[src/rtl/prog_loader.sv]
`default_nettype none
// +--------------------------------------------------------------------------+
// | prog_loader: streams instruction words into memory, then boots the core  |
// | Revision: 1.0                                                            |
// +--------------------------------------------------------------------------+
module prog_loader #(
  parameter int DATA_W     = 16,
  parameter int ADDR_W     = 32,
  parameter int CNT_W      = 16,
  parameter int RST_CYCLES = 2
) (
  input  logic              clk,
  input  logic              reset,
  input  logic              start,
  input  logic              abort,
  input  logic [ADDR_W-1:0] base_addr,
  input  logic [CNT_W-1:0]  word_count,
  input  logic              in_valid,
  input  logic [DATA_W-1:0] in_data,
  output logic              in_ready,
  output logic              mem_we,
  output logic [ADDR_W-1:0] mem_addr,
  output logic [DATA_W-1:0] mem_wdata,
  output logic              cpu_reset,
  output logic              busy,
  output logic              done,
  output logic              error,
  output logic [DATA_W-1:0] checksum
);

  localparam int HOLD_W = (RST_CYCLES > 1) ? $clog2(RST_CYCLES) : 1;

  typedef enum logic [1:0] {
    S_IDLE = 2'd0,
    S_LOAD = 2'd1,
    S_HOLD = 2'd2,
    S_RUN  = 2'd3
  } state_t;

  state_t            state_q, state_d;
  logic [ADDR_W-1:0] base_q, base_d;
  logic [CNT_W-1:0]  count_q, count_d;
  logic [CNT_W-1:0]  idx_q, idx_d;
  logic [HOLD_W-1:0] hold_q, hold_d;
  logic              mem_we_q, mem_we_d;
  logic [ADDR_W-1:0] mem_addr_q, mem_addr_d;
  logic [DATA_W-1:0] mem_wdata_q, mem_wdata_d;
  logic [DATA_W-1:0] checksum_q, checksum_d;
  logic              error_q, error_d;
  logic              xfer;

  always_comb begin
    state_d     = state_q;
    base_d      = base_q;
    count_d     = count_q;
    idx_d       = idx_q;
    hold_d      = hold_q;
    mem_we_d    = 1'b0;
    mem_addr_d  = mem_addr_q;
    mem_wdata_d = mem_wdata_q;
    checksum_d  = checksum_q;
    error_d     = 1'b0;
    xfer        = in_valid && (state_q == S_LOAD);

    // A word accepted at this edge is written even if abort also fires.
    if (xfer) begin
      mem_we_d    = 1'b1;
      mem_addr_d  = base_q + ADDR_W'(idx_q);
      mem_wdata_d = in_data;
      checksum_d  = checksum_q + in_data;
      idx_d       = idx_q + CNT_W'(1);
    end

    case (state_q)
      S_IDLE, S_RUN: begin
        if (start) begin
          if (word_count == '0) begin
            error_d = 1'b1;
          end else begin
            base_d     = base_addr;
            count_d    = word_count;
            idx_d      = '0;
            checksum_d = '0;
            state_d    = S_LOAD;
          end
        end
      end
      S_LOAD: begin
        if (abort) begin
          state_d = S_IDLE;
        end else if (xfer && (idx_q == count_q - CNT_W'(1))) begin
          state_d = S_HOLD;
          hold_d  = '0;
        end
      end
      S_HOLD: begin
        if (abort) begin
          state_d = S_IDLE;
        end else if (hold_q == HOLD_W'(RST_CYCLES - 1)) begin
          state_d = S_RUN;
        end else begin
          hold_d = hold_q + HOLD_W'(1);
        end
      end
      default: state_d = S_IDLE;
    endcase
  end

  always_ff @(posedge clk) begin
    if (reset) begin
      state_q     <= S_IDLE;
      base_q      <= '0;
      count_q     <= '0;
      idx_q       <= '0;
      hold_q      <= '0;
      mem_we_q    <= 1'b0;
      mem_addr_q  <= '0;
      mem_wdata_q <= '0;
      checksum_q  <= '0;
      error_q     <= 1'b0;
    end else begin
      state_q     <= state_d;
      base_q      <= base_d;
      count_q     <= count_d;
      idx_q       <= idx_d;
      hold_q      <= hold_d;
      mem_we_q    <= mem_we_d;
      mem_addr_q  <= mem_addr_d;
      mem_wdata_q <= mem_wdata_d;
      checksum_q  <= checksum_d;
      error_q     <= error_d;
    end
  end

  assign in_ready  = (state_q == S_LOAD);
  assign busy      = (state_q == S_LOAD) || (state_q == S_HOLD);
  assign done      = (state_q == S_RUN);
  assign cpu_reset = (state_q != S_RUN);
  assign mem_we    = mem_we_q;
  assign mem_addr  = mem_addr_q;
  assign mem_wdata = mem_wdata_q;
  assign checksum  = checksum_q;
  assign error     = error_q;

endmodule
`default_nettype wire
[config.mk]
export PLATFORM = sky130hd
export DESIGN_NAME = prog_loader
export DESIGN_NICKNAME = d
export VERILOG_FILES = /design/src/rtl/prog_loader.sv
export SDC_FILE = /design/constraint.sdc
export NUM_CORES = 1
export LEC_CHECK = 0
export BUFFER_PORTS_ARGS = -buffer_cell sky130_fd_sc_hd__buf_2
export CAP_MARGIN = 25
export CORE_AREA = 4 4 125 127
export DETAILED_ROUTE_END_ITERATION = 10
export DIE_AREA = 0 0 129 131
export PLACE_DENSITY = 0.85
export SYNTH_ARGS = -nofsm -noshare
export SYNTH_HDL_FRONTEND = slang
export SYNTH_SLANG_ARGS = --single-unit
[constraint.sdc]
create_clock -name clk -period 2.5 [get_ports clk]
set_input_delay 0.25 -clock clk [delete_from_list [all_inputs] [get_ports clk]]
set_output_delay 0.25 -clock clk [all_outputs]
set_load 0.01 [all_outputs]
=== Word level (Yosys, flattened, before mapping) ===
Cells that the tools add are included.

* Output and inout bits: 70
* Logic and storage cells: 63
* Flip-flop bits (word level): 133
* Input bits: 69

* Bitwise logic cells: 3
* Reduce and logical (&&, ||, !) cells: 11
* Add/sub/neg operators: 5
* Mux-type cells: 22
* Equal/unequal tests: 12

{| class="wikitable"
|+ Operators by type and width
! kind !! number
|-
| 16-bit two-way mux || 8
|-
| 32-bit by 16-bit adder with 32-bit output || 1
|-
| 16-bit by 1-bit adder with 16-bit output, second input constant || 1
|-
| 16-bit adder || 1
|-
| 16-bit == test || 1
|-
| 16-bit zero test || 1
|-
| 16-bit by 1-bit subtractor with 16-bit output, second input constant || 1
|-
| 2-bit two-way mux || 6
|-
| 2-bit != test, second input constant || 5
|-
| 4-bit AND reduction || 2
|-
| 1-bit two-way mux || 6
|-
| 2-bit one-hot mux with 3 select lines || 1
|-
| 2-bit == test, second input constant || 2
|-
| 3-bit by 2-bit != test with 1-bit output, second input constant || 1
|-
| 3-bit != test, second input constant || 1
|-
| 1-bit inverter || 3
|-
| 3-bit AND reduction || 1
|-
| 3-bit OR reduction || 1
|-
| 2-bit by 1-bit == test with 1-bit output, second input constant || 1
|-
| 1-bit logical AND || 2
|-
| 2-bit zero test || 1
|-
| 2-bit by 1-bit != test with 1-bit output, second input constant || 1
|-
| 1-bit one-hot mux with 2 select lines || 1
|-
| 2-bit nonzero test || 1
|-
| other kinds (3) || 3
|}

=== Depth between registers and ports, before layout ===
Gate-level depths: netlist of run 1.

* Word-level depth: 6
* Mapped depth: 12
* Depth with buffers taken out: 11

=== Worst setup path before layout of run 1 ===
Ideal clock, no wire load.

* Path kind: reg2reg
* Start: register idx_q[0]
* End: register mem_addr_q[26] (netlist: mem_addr[26])
* Slack: -0.159 ns
* Arrival time: 2.585 ns
* Data required time: 2.426 ns
* Library setup time: 0.074 ns
* Cell stages (with the launch flop): 13
* Cell sequence: dfxtp_1 ha_1 inv_1 fa_1 and2b_1 o31a_1 o31ai_2 a21oi_1 a21oi_2 o21a_2 buf_4 or3_1 a31oi_1

* Word-level cells in the longest chain between the ends: 1

{| class="wikitable"
|+ RTL lines
! what !! line !! text
|-
| start: declaration || 43 || <nowiki>logic [CNT_W-1:0] idx_q, idx_d;</nowiki>
|-
| start signal: assignment || 125 || <nowiki>idx_q <= idx_d;</nowiki>
|-
| 32-bit by 16-bit adder with 32-bit output || 68 || <nowiki>mem_addr_d = base_q + ADDR_W'(idx_q);</nowiki>
|-
| end signal: assignment || 128 || <nowiki>mem_addr_q <= mem_addr_d;</nowiki>
|-
| end: declaration || 46 || <nowiki>logic [ADDR_W-1:0] mem_addr_q, mem_addr_d;</nowiki>
|}

Every way passes these cells.
A chain may end at the register's enable or synchronous reset.

=== Worst setup path after layout of run 1 ===
* Start: register idx_q[0]
* End: register mem_addr_q[20] (netlist: mem_addr[20])

The elaborated chain is that of the path after synthesis.

==> results.md, run 1 <==
- The flow ran to the end, but the final reports show violations.
- The final reports fail on setup timing.
- The area of the mapped netlist is approximately 7000 um^2.
- The number of antenna-violating nets in the routed design is 0.
- The XOR/XNOR share of the synthesized area is under 10%.
- Clock skew on the completed layout was measured at 0.00828 ns.
- The share of the Yosys chip area taken by registers is between 30% and 40%.
- The fraction of the mapped netlist area in adder cells is 6.86%.
- The final setup violation count is 9.
- A synthesized cell averages a little under 8 um^2.
- The largest net degree at the start of global routing is 91.
- The floorplan step defined a die boundary enclosing around 17000 um^2.
- The path class of the lowest-slack min-delay path is input port to flop.
- The required time of the worst setup path is 2.83 ns.
- Leaving out fill and tap cells, the most frequent cell in the layout is nand2_1.
- Counting every instance in the synthesized netlist gives 904.
- Setup repair after global routing could not meet its margin everywhere.
- The number of clock buffers inserted by TritonCTS is 17.
- The fraction of layout instances using a drive strength above 1 is approximately a quarter.
- Buffers placed on the I/O ports in this run total ~140.
- The peak per-stage delay on the critical path is ~0.36 ns.
- Among all flip-flop cells after synthesis, the most frequent one is dfxtp_1.
- The number of top-level design ports is roughly 140.
- The post-layout minimum cycle time is around 2.6 ns.
- The initial antenna violation count is 0.
- The dominant combinational cell family by area after synthesis is simple AND/OR/NAND/NOR gates.
- Dividing the detail-routed via count by the number of cells gives roughly 5.5.
- The critical path's slowest cell is dfxtp_4.
- For this design the ratio of total power to cell area is about 670 nW/um^2.
- The overall routing resource usage is 22.6%.
- At the end of routability-driven placement, the weighted congestion stood at between 0.9 and 1.
- At the pin with the least slew margin, the transition time is ~0.56 ns.
- 0 antenna diodes ended up in the layout.
- The clock latency on the worst-skew pair is approximately 0.42 ns.
- Traced cell by cell, the critical path runs through ha_4 > inv_2 > fa_2 > and2b_1 > o31a_1 > o31ai_4 > a21oi_2 > a21oi_2 > o21a_4 > or3_4 > a311oi_2.
- Of all flip-flops after synthesis, the portion carrying an async set or reset was 0%.
- The number of flip-flops and latches in the synthesized netlist is roughly 130.
- The number of buffer and inverter instances along the worst setup path is 1.
- Global routing finished with a remaining overflow of 0.
- The total number of vias is 6981.
- Of all nets on the critical path, the largest fanout is 6.
- TritonCTS built the clock tree.
- The synthesized netlist net count is 1011.
- After clock tree synthesis, the clock-pin slew on the worst setup and hold paths is 0.06 ns.
- The tool flagged a number of max-cap violations equal to 0.
- The DRC violation count after routing is 0.
- The first global-routing pass estimated around 30000 um of wire.
- The total placed cells including tap cells is 1222.
- After synthesis, the share of cell area in mux cells is less than 1%.
- Headroom to the max-slew limit came out at 62.6%.
- The final layout net count is between 1000 and 1500.
- The worst-case IR drop observed on VDD is 0.479 mV.
- The share of the synthesized area in compound gates (AO/OA/AOI/OAI) is 18.9%.
- The maximum achievable frequency is between 300 and 400 MHz.
- The floorplan step set the die height to ~130 um.
- The floorplan step set the die width to between 100 and 150 um.
- Leaving out fill and tap cells, the most frequent cells in the layout are nand2_1 (191), buf_2 (138), dfxtp_1 (129), a21oi_1 (118), nor2_1 (52).
- The number of enable flip-flop cells after synthesis is 0.
- In the final timing run, aggregate negative setup slack is -0.561 ns.
- For this design the static power due to leakage is roughly 3.8 nW.
- The initialized floorplan defines 44 standard-cell rows.
- The effective utilization at floorplan is between 40% and 50%.
- Detailed placement finished with a half-perimeter wire length of 13900 um.
- Hold is met by 0.0676 ns.
- After detailed routing, the total wire length is about 19000 um.
- The type of the setup path with the least slack is flop to flop.
- The share of the clock period used by the worst path is 104%.
- The layout-stage area growth over the synthesis result is 26.2%.
- Summing the areas of all and, or, nand and nor instances in the mapped netlist gives 24.5% of the synthesized area.
- The cell repeated most along the worst path is a21oi_2.
- The startpoint kind of the worst setup timing path is a flop.
- The number of global-route vias before repair is approximately 6500.
- The top cell family by delay on the critical path is compound AO/OA/AOI/OAI gates.
- The level count of the clock H-tree is 4.
- The final non-filler cell total is approximately 1300.
- The number of detailed-routing iterations run before antenna repair is 6.
- The total of hold buffers inserted after clock tree synthesis is 0.
- The minimum setup slack in the final design is -0.104 ns.
- The final-report max-slew violation count is 0.
- The violation count after the first detailed-routing iteration is approximately 420.
- The number of warnings printed during yosys synthesis is 0.
- CTS placed an instance of clkbuf_16 at the clock tree root.
- STA classifies the critical path endpoint as a flop.
- The sink count of the clock tree is about 130.
- The clock passes through at most 2 buffers.
- Yosys mapped the design onto 62 distinct sky130hd cell types.
- The number of failing hold endpoints at the final stage came to 0.
- The core region is 14400 um^2.
- In the final routed layout, each cell accounts on average for 15.2 um.
- For the worst setup path, the data arrival time is approximately 2.9 ns.
-- cell type report --
cell class | count | area, um^2
Fill cell | 1280 | 5390
Inverter | 25 | 93.8
Sequential cell | 133 | 2670
Tap cell | 184 | 230
Clock buffer | 24 | 533
Timing Repair Buffer | 186 | 1080
Multi-Input combinational cell | 705 | 4360
Clock inverter | 8 | 67.6
-- worst paths after layout --
check / start / to / slack, ns / depth (start not counted)
min: base_addr[30] / base_q[30]$_SDFFE_PP0P_ / 0.07 / 3
max: idx_q[0]$_SDFF_PP0_ / mem_addr[20]$_SDFFE_PP0P_ / -0.10 / 11
max reg2reg: idx_q[0]$_SDFF_PP0_ / mem_addr[20]$_SDFFE_PP0P_ / -0.10 / 11
min reg2reg: mem_addr[9]$_SDFFE_PP0P_ / mem_addr[9]$_SDFFE_PP0P_ / 0.45 / 2
-- repair_timing --
action,CTS,global route
setup endpoints to repair,16,20
gates resized for setup,7,27
gates cloned,1,0
pin swaps,15,23
setup buffers,4,6
-- registers in the layout (all words and copies together) (netlist names) --
register and count:
base_q 32, checksum 16, count_q 16, error 1
hold_q 1, idx_q 16, mem_addr 32, mem_wdata 16
mem_we 1, state_q 2
-- cell usage after synthesis, types with 4 or more instances --
master / count / area [um^2]
a211oi_1: 6 / 45.0
a31oi_1: 11 / 68.8
mux2i_1: 5 / 50.1
nor4_1: 8 / 50.1
nand4_1: 10 / 62.6
clkbuf_1: 32 / 120
ha_1: 36 / 450
and3_1: 10 / 62.6
nand2_1: 192 / 721
a21oi_1: 122 / 611
xnor2_1: 43 / 377
xor2_1: 19 / 166
dfxtp_1: 133 / 2660
a21o_1: 12 / 90.1
or3_1: 12 / 75.1
inv_1: 25 / 93.8
nand3_1: 28 / 140
buf_1: 6 / 22.5
o21bai_1: 7 / 52.6
and4_1: 5 / 43.8
nor3_1: 17 / 85.1
o21ai_0: 41 / 205
a311oi_1: 5 / 43.8
o21ai_1: 4 / 20.0
nor2_1: 52 / 195
-- worst min-delay path, delay by kind of cell --
family,cells,cell delay (ns)
AO/OA/AOI/OAI,1,0.05
buffers and inverters,1,0.09
AND/OR/NAND/NOR,1,0.05
-- logic make-up (layout without fill, tap and decap cells) --
group,count (synthesis),count (layout)
buf+inv,67,243
mux,5,5
xor+xnor,62,62
simple gates,367,367
flops,133,133
compound gates,232,233
fa+ha+maj,38,38
-- metal layers --
layer  part of all wire [%]  wire, um  vias to the layer above  track usage (%)
li1                       -         -                     3502                -
met1                     44      8380                     3217             28.1
met2                     48      9310                      212             38.8
met3                    5.3      1020                       50             4.11
met4                    2.9       554                        0             8.96
met5                      0         0                        -                0
-- through the flow --
| stage | cell area, um^2 | utilization [%] | worst slack [ns] | total power [mW] |
|---|---|---|---|---|
| after floorplan | 7180 | - | 0.0155 | 3.14 |
| after global placement | 8210 | 56.9 | -0.0769 | 3.50 |
| after detailed placement | 8210 | 56.9 | -0.183 | 3.53 |
| after CTS | 8890 | 61.6 | -0.0685 | 6.00 |
| after global routing | 9030 | 62.6 | -0.193 | 6.27 |
| final | 9030 | 62.6 | -0.104 | 6.01 |
-- power breakdown --
| part | internal (mW) | switching, mW | total, mW |
|---|---|---|---|
| Combinational | 0.485 | 0.664 | 1.15 |
| Clock | 1.57 | 0.903 | 2.48 |
| Sequential | 2.26 | 0.122 | 2.38 |
No activity file was read; power rests on OpenSTA's default activity.
==> run 2, diff against run 1 <==
--- a/config.mk
+++ b/config.mk
@@ -8,8 +8,10 @@
 export BUFFER_PORTS_ARGS = -buffer_cell sky130_fd_sc_hd__buf_2
 export CAP_MARGIN = 25
 export CORE_AREA = 4 4 125 127
+export CTS_CLUSTER_SIZE = 20
 export DETAILED_ROUTE_END_ITERATION = 10
 export DIE_AREA = 0 0 129 131
+export GPL_TIMING_DRIVEN = 0
 export PLACE_DENSITY = 0.85
 export SYNTH_ARGS = -nofsm -noshare
 export SYNTH_HDL_FRONTEND = slang
==> results.md, run 2 (same netlist as run 1, synthesis figures left out) <==
- The final RePlAce weighted congestion is slightly above 0.9.
- The die boundary width is around 130 um.
- The routed wire length is about 22000 um.
- The critical path goes through ha_4 > inv_2 > fa_2 > and2b_1 > o31a_1 > o31ai_4 > a21oi_2 > a21oi_2 > o21a_4 > buf_4 > or3_1 > a31oi_1.
- The worst voltage drop across the vdd grid is 0.518 mV.
- The number of clock buffers added by TritonCTS is 17.
- The startpoint kind of the worst setup timing path is a flop.
- The count of buffers added on input and output ports is approximately 140.
- TritonCTS built the clock tree.
- Dividing the detail-routed via count by the number of cells gives 5.76.
- The worst pin sits at a relative slew slack of between 30% and 40%.
- On the final layout, the worst clock skew is between 0.009 and 0.01 ns.
- The share of the clock period used by the worst path is 106%.
- The final reports fail on setup timing.
- The clock latency on the worst-skew pair is about 0.43 ns.
- The area of the core is between 10000 and 15000 um^2.
- The detail-routed net length per standard cell is 16.9 um.
- The path class of the lowest-slack min-delay path is input port to flop.
- The static leakage is 3.77 nW.
- The floorplan step defined a die boundary enclosing roughly 17000 um^2.
- The worst-case setup slack after placement is -0.320 ns.
- Leaving out fill and tap cells, the most frequent cells in the layout are nand2_1 (191), buf_2 (137), dfxtp_1 (121), a21oi_1 (117), nor2_1 (52).
- The die outline height is roughly 130 um.
- The overall power after layout is about 6.3 mW.
- The number of antenna-violating nets in the routed design is 0.
- Data on the critical path is required at its endpoint by roughly 2.9 ns.
- The number of buffers and inverters on the critical path is 2.
- The root buffer cell chosen for the clock tree is clkbuf_16.
- The initial antenna violation count is 0.
- Along the worst path, the maximum fanout reaches 7.
- In this run the core area contains 44 standard-cell rows.
- The first-pass GRT wire length is about 33000 um.
- The HPWL after detailed placement is between 15000 and 20000 um.
- The final-report max-slew violation count is 0.
- The count of filler cells inserted in the layout is approximately 1200.
- Across all setup checks in the final design, the least slack found is -0.162 ns.
- The flow ran to the end, but the final reports show violations.
- The most frequent standard cell in the layout excluding fill and tap cells is nand2_1.
- The number of global-route vias before repair is 6790.
- The effective utilization at floorplan is approximately half.
- In the routed design, unresolved DRC markers number 0.
- Setup repair after global routing could not meet its margin everywhere.
- The number of failing hold endpoints at the final stage is 0.
- The arrival time reported for the critical path endpoint is 3.02 ns.
- The clock input transition at the sequential cells of the worst setup and hold paths is ~0.06 ns.
- The transition time at the pin with the least slew margin is approximately 0.92 ns.
- 139 I/O pins were placed.
- Summed over all failing endpoints, the final setup total negative slack is -0.863 ns.
- The deepest clock path buffer count is 2.
- The sort of element at the end of the critical path is a flop.
- The clock net in this run drives a total of approximately 130 sinks.
- The total global routing overflow is 0.
- By startpoint and endpoint, the worst setup path is classified as flop to flop.
- 0 antenna diodes ended up in the layout.
- Among all stages on the critical path, the largest delay is contributed by dfxtp_4.
- The number of detailed-routing iterations run before antenna repair is 6.
- Setup violations remaining at the end of the flow were counted as 8.
- Timing would allow up to 376 MHz.
- The peak per-stage delay on the critical path is ~0.36 ns.
- For this run, the total global-route usage over all layers was measured as around a quarter.
- The number of maximum-capacitance constraint violations is 0.
- The cell that appears most often on the critical path is a21oi_2.
- The worst path in the final design needs a cycle of approximately 2.7 ns, including I/O delays and setup.
- Detailed routing inserted a total of 7321 vias.
- The kind of cell with the highest combined delay along the critical path is compound AO/OA/AOI/OAI gates.
- In this run, the number of DRC markers left after iteration 0 of detailed routing was roughly 660.
- The fraction of layout instances using a drive strength above 1 is 23.2%.
- The power per standard cell area is roughly 700 nW/um^2.
- Compared with the post-synthesis result, the final layout area differs by 27.1%.
- The largest net degree at the start of global routing is 17.
- The final layout contains around 1200 nets.
- The level count of the clock H-tree is 4.
[run 2: final cells by class]
class                   instances  area [um^2]  area share [%]
multi-input cells             704         4410            48.5
plain buffers                  41          215            2.37
well taps                     184          230            2.53
flip-flops and latches        133         2680            29.5
repair buffers                154          821            9.02
inverters                      25         93.8            1.03
clock inverters                 8          145            1.60
clock buffers                  23          498            5.48
[run 2: path summary, 6_finish.rpt]
check                      startpoint                        end  slack (ns)  cells after the start
max reg2reg       idx_q[0]$_SDFF_PP0_  mem_addr[24]$_SDFFE_PP0P_       -0.16                     12
min                     base_addr[22]    base_q[22]$_SDFFE_PP0P_        0.05                      3
max               idx_q[0]$_SDFF_PP0_  mem_addr[24]$_SDFFE_PP0P_       -0.16                     12
min reg2reg  mem_addr[7]$_SDFFE_PP0P_   mem_addr[7]$_SDFFE_PP0P_        0.45                      2
[run 2: worst reg2reg max path, stage by stage, from the launching register on]
cell and delay, ns:
dfxtp_4 0.36, ha_4 0.15, inv_2 0.04, fa_2 0.33, and2b_1 0.23, o31a_1 0.20
o31ai_4 0.08, a21oi_2 0.21, a21oi_2 0.11, o21a_4 0.24, buf_4 0.14, or3_1 0.33
a31oi_1 0.17
[run 2: metrics by stage]
step                utilization, %  hold WS (ns)  area, um^2  std cells
floorplan                        -         0.378        7180        904
global placement              56.1         0.435        8100       1225
detailed placement            56.1         0.442        8100       1225
CTS                           61.5        0.0510        8870       1266
global route                  63.1        0.0649        9090       1272
finish                        63.1        0.0526        9090       1272
[run 2: timing repair]
action / 4_1_cts / 5_1_grt
pin swaps: 14 / 13
hold buffers: 0 / 0
resized for setup: 17 / 46
setup endpoints to repair: 25 / 31
cloned: 1 / 0
setup buffers: 10 / 6
[run 2: per-layer routing]
metal  vias to the layer above  share of wire [%]  track usage [%]
met3                        81                9.1             5.37
met2                       381                 48             41.6
met1                      3355                 39             28.7
met4                         0                3.9             12.4
li1                       3504                  -                -
met5                         -                  0                0
[run 2: power breakdown]
group	internal [mW]	total [mW]	switching [mW]
registers	2.26	2.39	0.131
clock network	1.79	2.72	0.928
logic	0.471	1.18	0.712
==> run 3, diff against run 2 <==
--- a/config.mk
+++ b/config.mk
@@ -13,6 +13,7 @@
 export DIE_AREA = 0 0 129 131
 export GPL_TIMING_DRIVEN = 0
 export PLACE_DENSITY = 0.85
+export RECOVER_POWER = 50
 export SYNTH_ARGS = -nofsm -noshare
 export SYNTH_HDL_FRONTEND = slang
 export SYNTH_SLANG_ARGS = --single-unit
==> results.md, run 3 (same netlist as run 1, synthesis figures left out) <==
- In the finished design, the share of the clock period the worst path needs comes to 106%.
- The startpoint kind of the worst setup timing path is a flop.
- The DRC violation count after routing is 0.
- The worst voltage drop across the vdd grid is between 0.5 and 0.6 mV.
- The final RePlAce weighted congestion is roughly 0.93.
- The final clock skew is ~0.0088 ns.
- The minimum setup slack in the final design is -0.155 ns.
- The standard cell area after detailed placement is 8100 um^2.
- The pre-antenna-repair detailed-routing pass consisted of 5 iterations.
- The number of global-route vias before repair is 6790.
- Max-cap violations in this run came to 0.
- The first global-routing pass estimated between 30000 and 40000 um of wire.
- The floorplan die area is between 15000 and 20000 um^2.
- The worst setup path is of the flop to flop kind.
- Along the worst hold path, the cell count comes to 3.
- The violation count after the first detailed-routing iteration is around 730.
- The launch point of the worst reg-to-reg path is base_q[0]$_SDFFE_PP0P_.
- Setup violations remaining at the end of the flow were counted as 11.
- Hold repair after CTS inserted 0 buffers.
- Based on the critical path, the design can be clocked at up to 377 MHz.
- Along the worst path, the maximum fanout reaches 7.
- The destination of the worst hold path is base_q[22]$_SDFFE_PP0P_.
- The effective utilization at floorplan is between 40% and 50%.
- The final-report max-slew violation count was 0.
- The worst setup path is captured at a flop.
- The initial antenna violation count is 0.
- The area of the core is ~14000 um^2.
- The critical path's slowest cell is dfxtp_2.
- The post-layout minimum cycle time is 2.66 ns.
- The tree is rooted in a clkbuf_16.
- In this run the number of cells on the critical path is 12.
- The top cell family by delay on the critical path is compound AO/OA/AOI/OAI gates.
- The cell depth of the worst flop-to-flop path is 12.
- The clock latency on the worst-skew pair is 0.43 ns.
- The detailed-placement wirelength estimate is between 15000 and 20000 um.
- At the placement stage, the worst setup path has a slack of -0.320 ns.
- TritonCTS built the clock tree.
- The die is 131 um tall.
- Wires add up to about 22000 um.
- The layout has 1273 filler cells.
- The library cell used most frequently in the layout, excluding fill and tap cells, is nand2_1.
- Summed over all layers, the global routing overflow is 0.
- The transition time at the pin with the least slew margin is roughly 0.89 ns.
- The critical path goes through ha_4 > inv_2 > fa_2 > and2b_1 > o31a_1 > o31ai_4 > a21oi_2 > a21oi_2 > o21a_4 > buf_4 > or3_1 > a31oi_1.
- The normalized max-slew margin is around two fifths.
- Clock-pin slew was measured on the worst setup and hold paths at 0.06 ns.
- Counting both buffers and inverters, the worst setup path holds a total of 2.
- In this design, the critical path's most frequently occurring cell is a21oi_2.
- The level count of the clock H-tree is 4.
- Once layout is done, the placed cells without fillers occupy around 9000 um^2.
- After floorplanning, the core was divided into 44 placement rows.
- The number of failing hold endpoints at the final stage came to 0.
- The final core area utilization is between 60% and 70%.
- In the final layout, the multi-input gates occupy about 4400 um^2.
- For this design, the sink count on the clock tree is between 100 and 150.
- In this run the power density over the cells is between 600 and 700 nW/um^2.
- STA puts the critical path data arrival time at around 3.0 ns.
- The register area is 2680 um^2.
- STA puts the critical path data required time at about 2.9 ns.
- The tightest min-delay check is of the input port to flop type.
- The count of buffers from port buffering is between 100 and 150.
- Counting the buffers created by CTS gives 17.
- The static leakage is ~3.5 nW.
- Setup repair after global routing could not meet its margin everywhere.
- The repair_antennas step left the layout with diodes totalling 0.
- Counting along the longest clock path gives a buffer depth of 2.
- The capture point of the worst reg-to-reg path is mem_addr[24]$_SDFFE_PP0P_.
- The library cells used most frequently in the layout, excluding fill and tap cells, are nand2_1 (192), dfxtp_1 (121), a21oi_1 (117), clkbuf_1 (98), buf_2 (68).
- After detailed routing, the number of vias per cell comes to 5.74.
- Cells with a size suffix above 1 make up 16.5% of the layout.
- The area growth from synthesis to layout is 25.8%.
- The final layout net count is around 1200.
- The peak per-stage delay on the critical path is 0.36 ns.
- The checks that failed: setup timing.
- The startpoint identified for the worst hold timing path is base_addr[22].
- The routed layout has approximately 7300 vias.
- The register-to-register setup slack is -0.16 ns.
- Once detail routing completed, the nets flagged for antenna violations numbered 0.
- about 140 I/O pins were placed.
- Entering global routing, the biggest net connects 17 pins.
- Global routing used 24.3% of the available tracks.
- The flow ran to the end, but the final reports show violations.
- The die boundary width is 129 um.
- In the final routed layout, each cell accounts on average for approximately 17 um.
-- run 3: changes by cell type in the layout (fill, tap and decap cells not counted) --
cell	previous run	this run
clkbuf_1	29	98
nor2b_1	2	3
buf_2	137	68
and2_0	0	1
nand2_4	1	0
and2_2	1	0
nor2b_2	1	0
nand2_1	191	192
-- run 3: repair_timing --
action                                  in CTS  in global routing
pin swaps                                   14                 13
endpoints found under the setup margin      25                 31
gates resized for setup                     17                 46
setup buffers                               10                  6
cloned                                       1                  0
-- run 3: area by class of cell --
type	instances	share of cell area (%)
Multi-Input combinational cell	704	48.9
Sequential cell	133	29.8
Timing Repair Buffer	154	8.16
Clock buffer	23	5.53
Tap cell	184	2.56
Buffer	41	2.39
Clock inverter	8	1.61
Inverter	25	1.04
-- run 3: worst min-delay path: stages --
cell and delay, ns:
buf_2 0.09, nand2_1 0.04, a21oi_1 0.05
-- run 3: how the worst max path moves through the flow --
stage | startpoint | to | slack [ns]
2_1_floorplan | idx_q[0]$_SDFF_PP0_ | mem_addr[18]$_SDFFE_PP0P_ | 0.02
3_3_place_gp | idx_q[0]$_SDFF_PP0_ | mem_addr[20]$_SDFFE_PP0P_ | -0.28
3_5_place_dp | idx_q[0]$_SDFF_PP0_ | mem_addr[22]$_SDFFE_PP0P_ | -0.32
4_1_cts | idx_q[0]$_SDFF_PP0_ | mem_addr[24]$_SDFFE_PP0P_ | -0.12
5_1_grt | idx_q[0]$_SDFF_PP0_ | mem_addr[24]$_SDFFE_PP0P_ | -0.28
6_report | base_q[0]$_SDFFE_PP0P_ | mem_addr[24]$_SDFFE_PP0P_ | -0.16
-- run 3: metal layers --
metal / routed length, um / track usage [%]
met1: 8670 / 28.7
met2: 10500 / 41.6
met3: 1780 / 5.37
met4: 722 / 12.4
met5: 0 / 0
-- run 3: power by group --
| part | switching [mW] | internal, mW |
|---|---|---|
| logic | 0.711 | 0.450 |
| registers | 0.133 | 2.26 |
| clock network | 0.935 | 1.79 |
| total | 1.78 | 4.50 |
-- run 3: metrics by stage --
step | TNS (ns) | hold slack, ns | cells | power [mW]
after floorplan | 0 | 0.378 | 904 | 3.14
after global placement | -2.43 | 0.435 | 1225 | 3.47
after detailed placement | -3.12 | 0.442 | 1225 | 3.50
after CTS | -0.605 | 0.0510 | 1266 | 6.22
after global routing | -3.42 | 0.0649 | 1272 | 6.50
final | -0.941 | 0.0554 | 1272 | 6.28
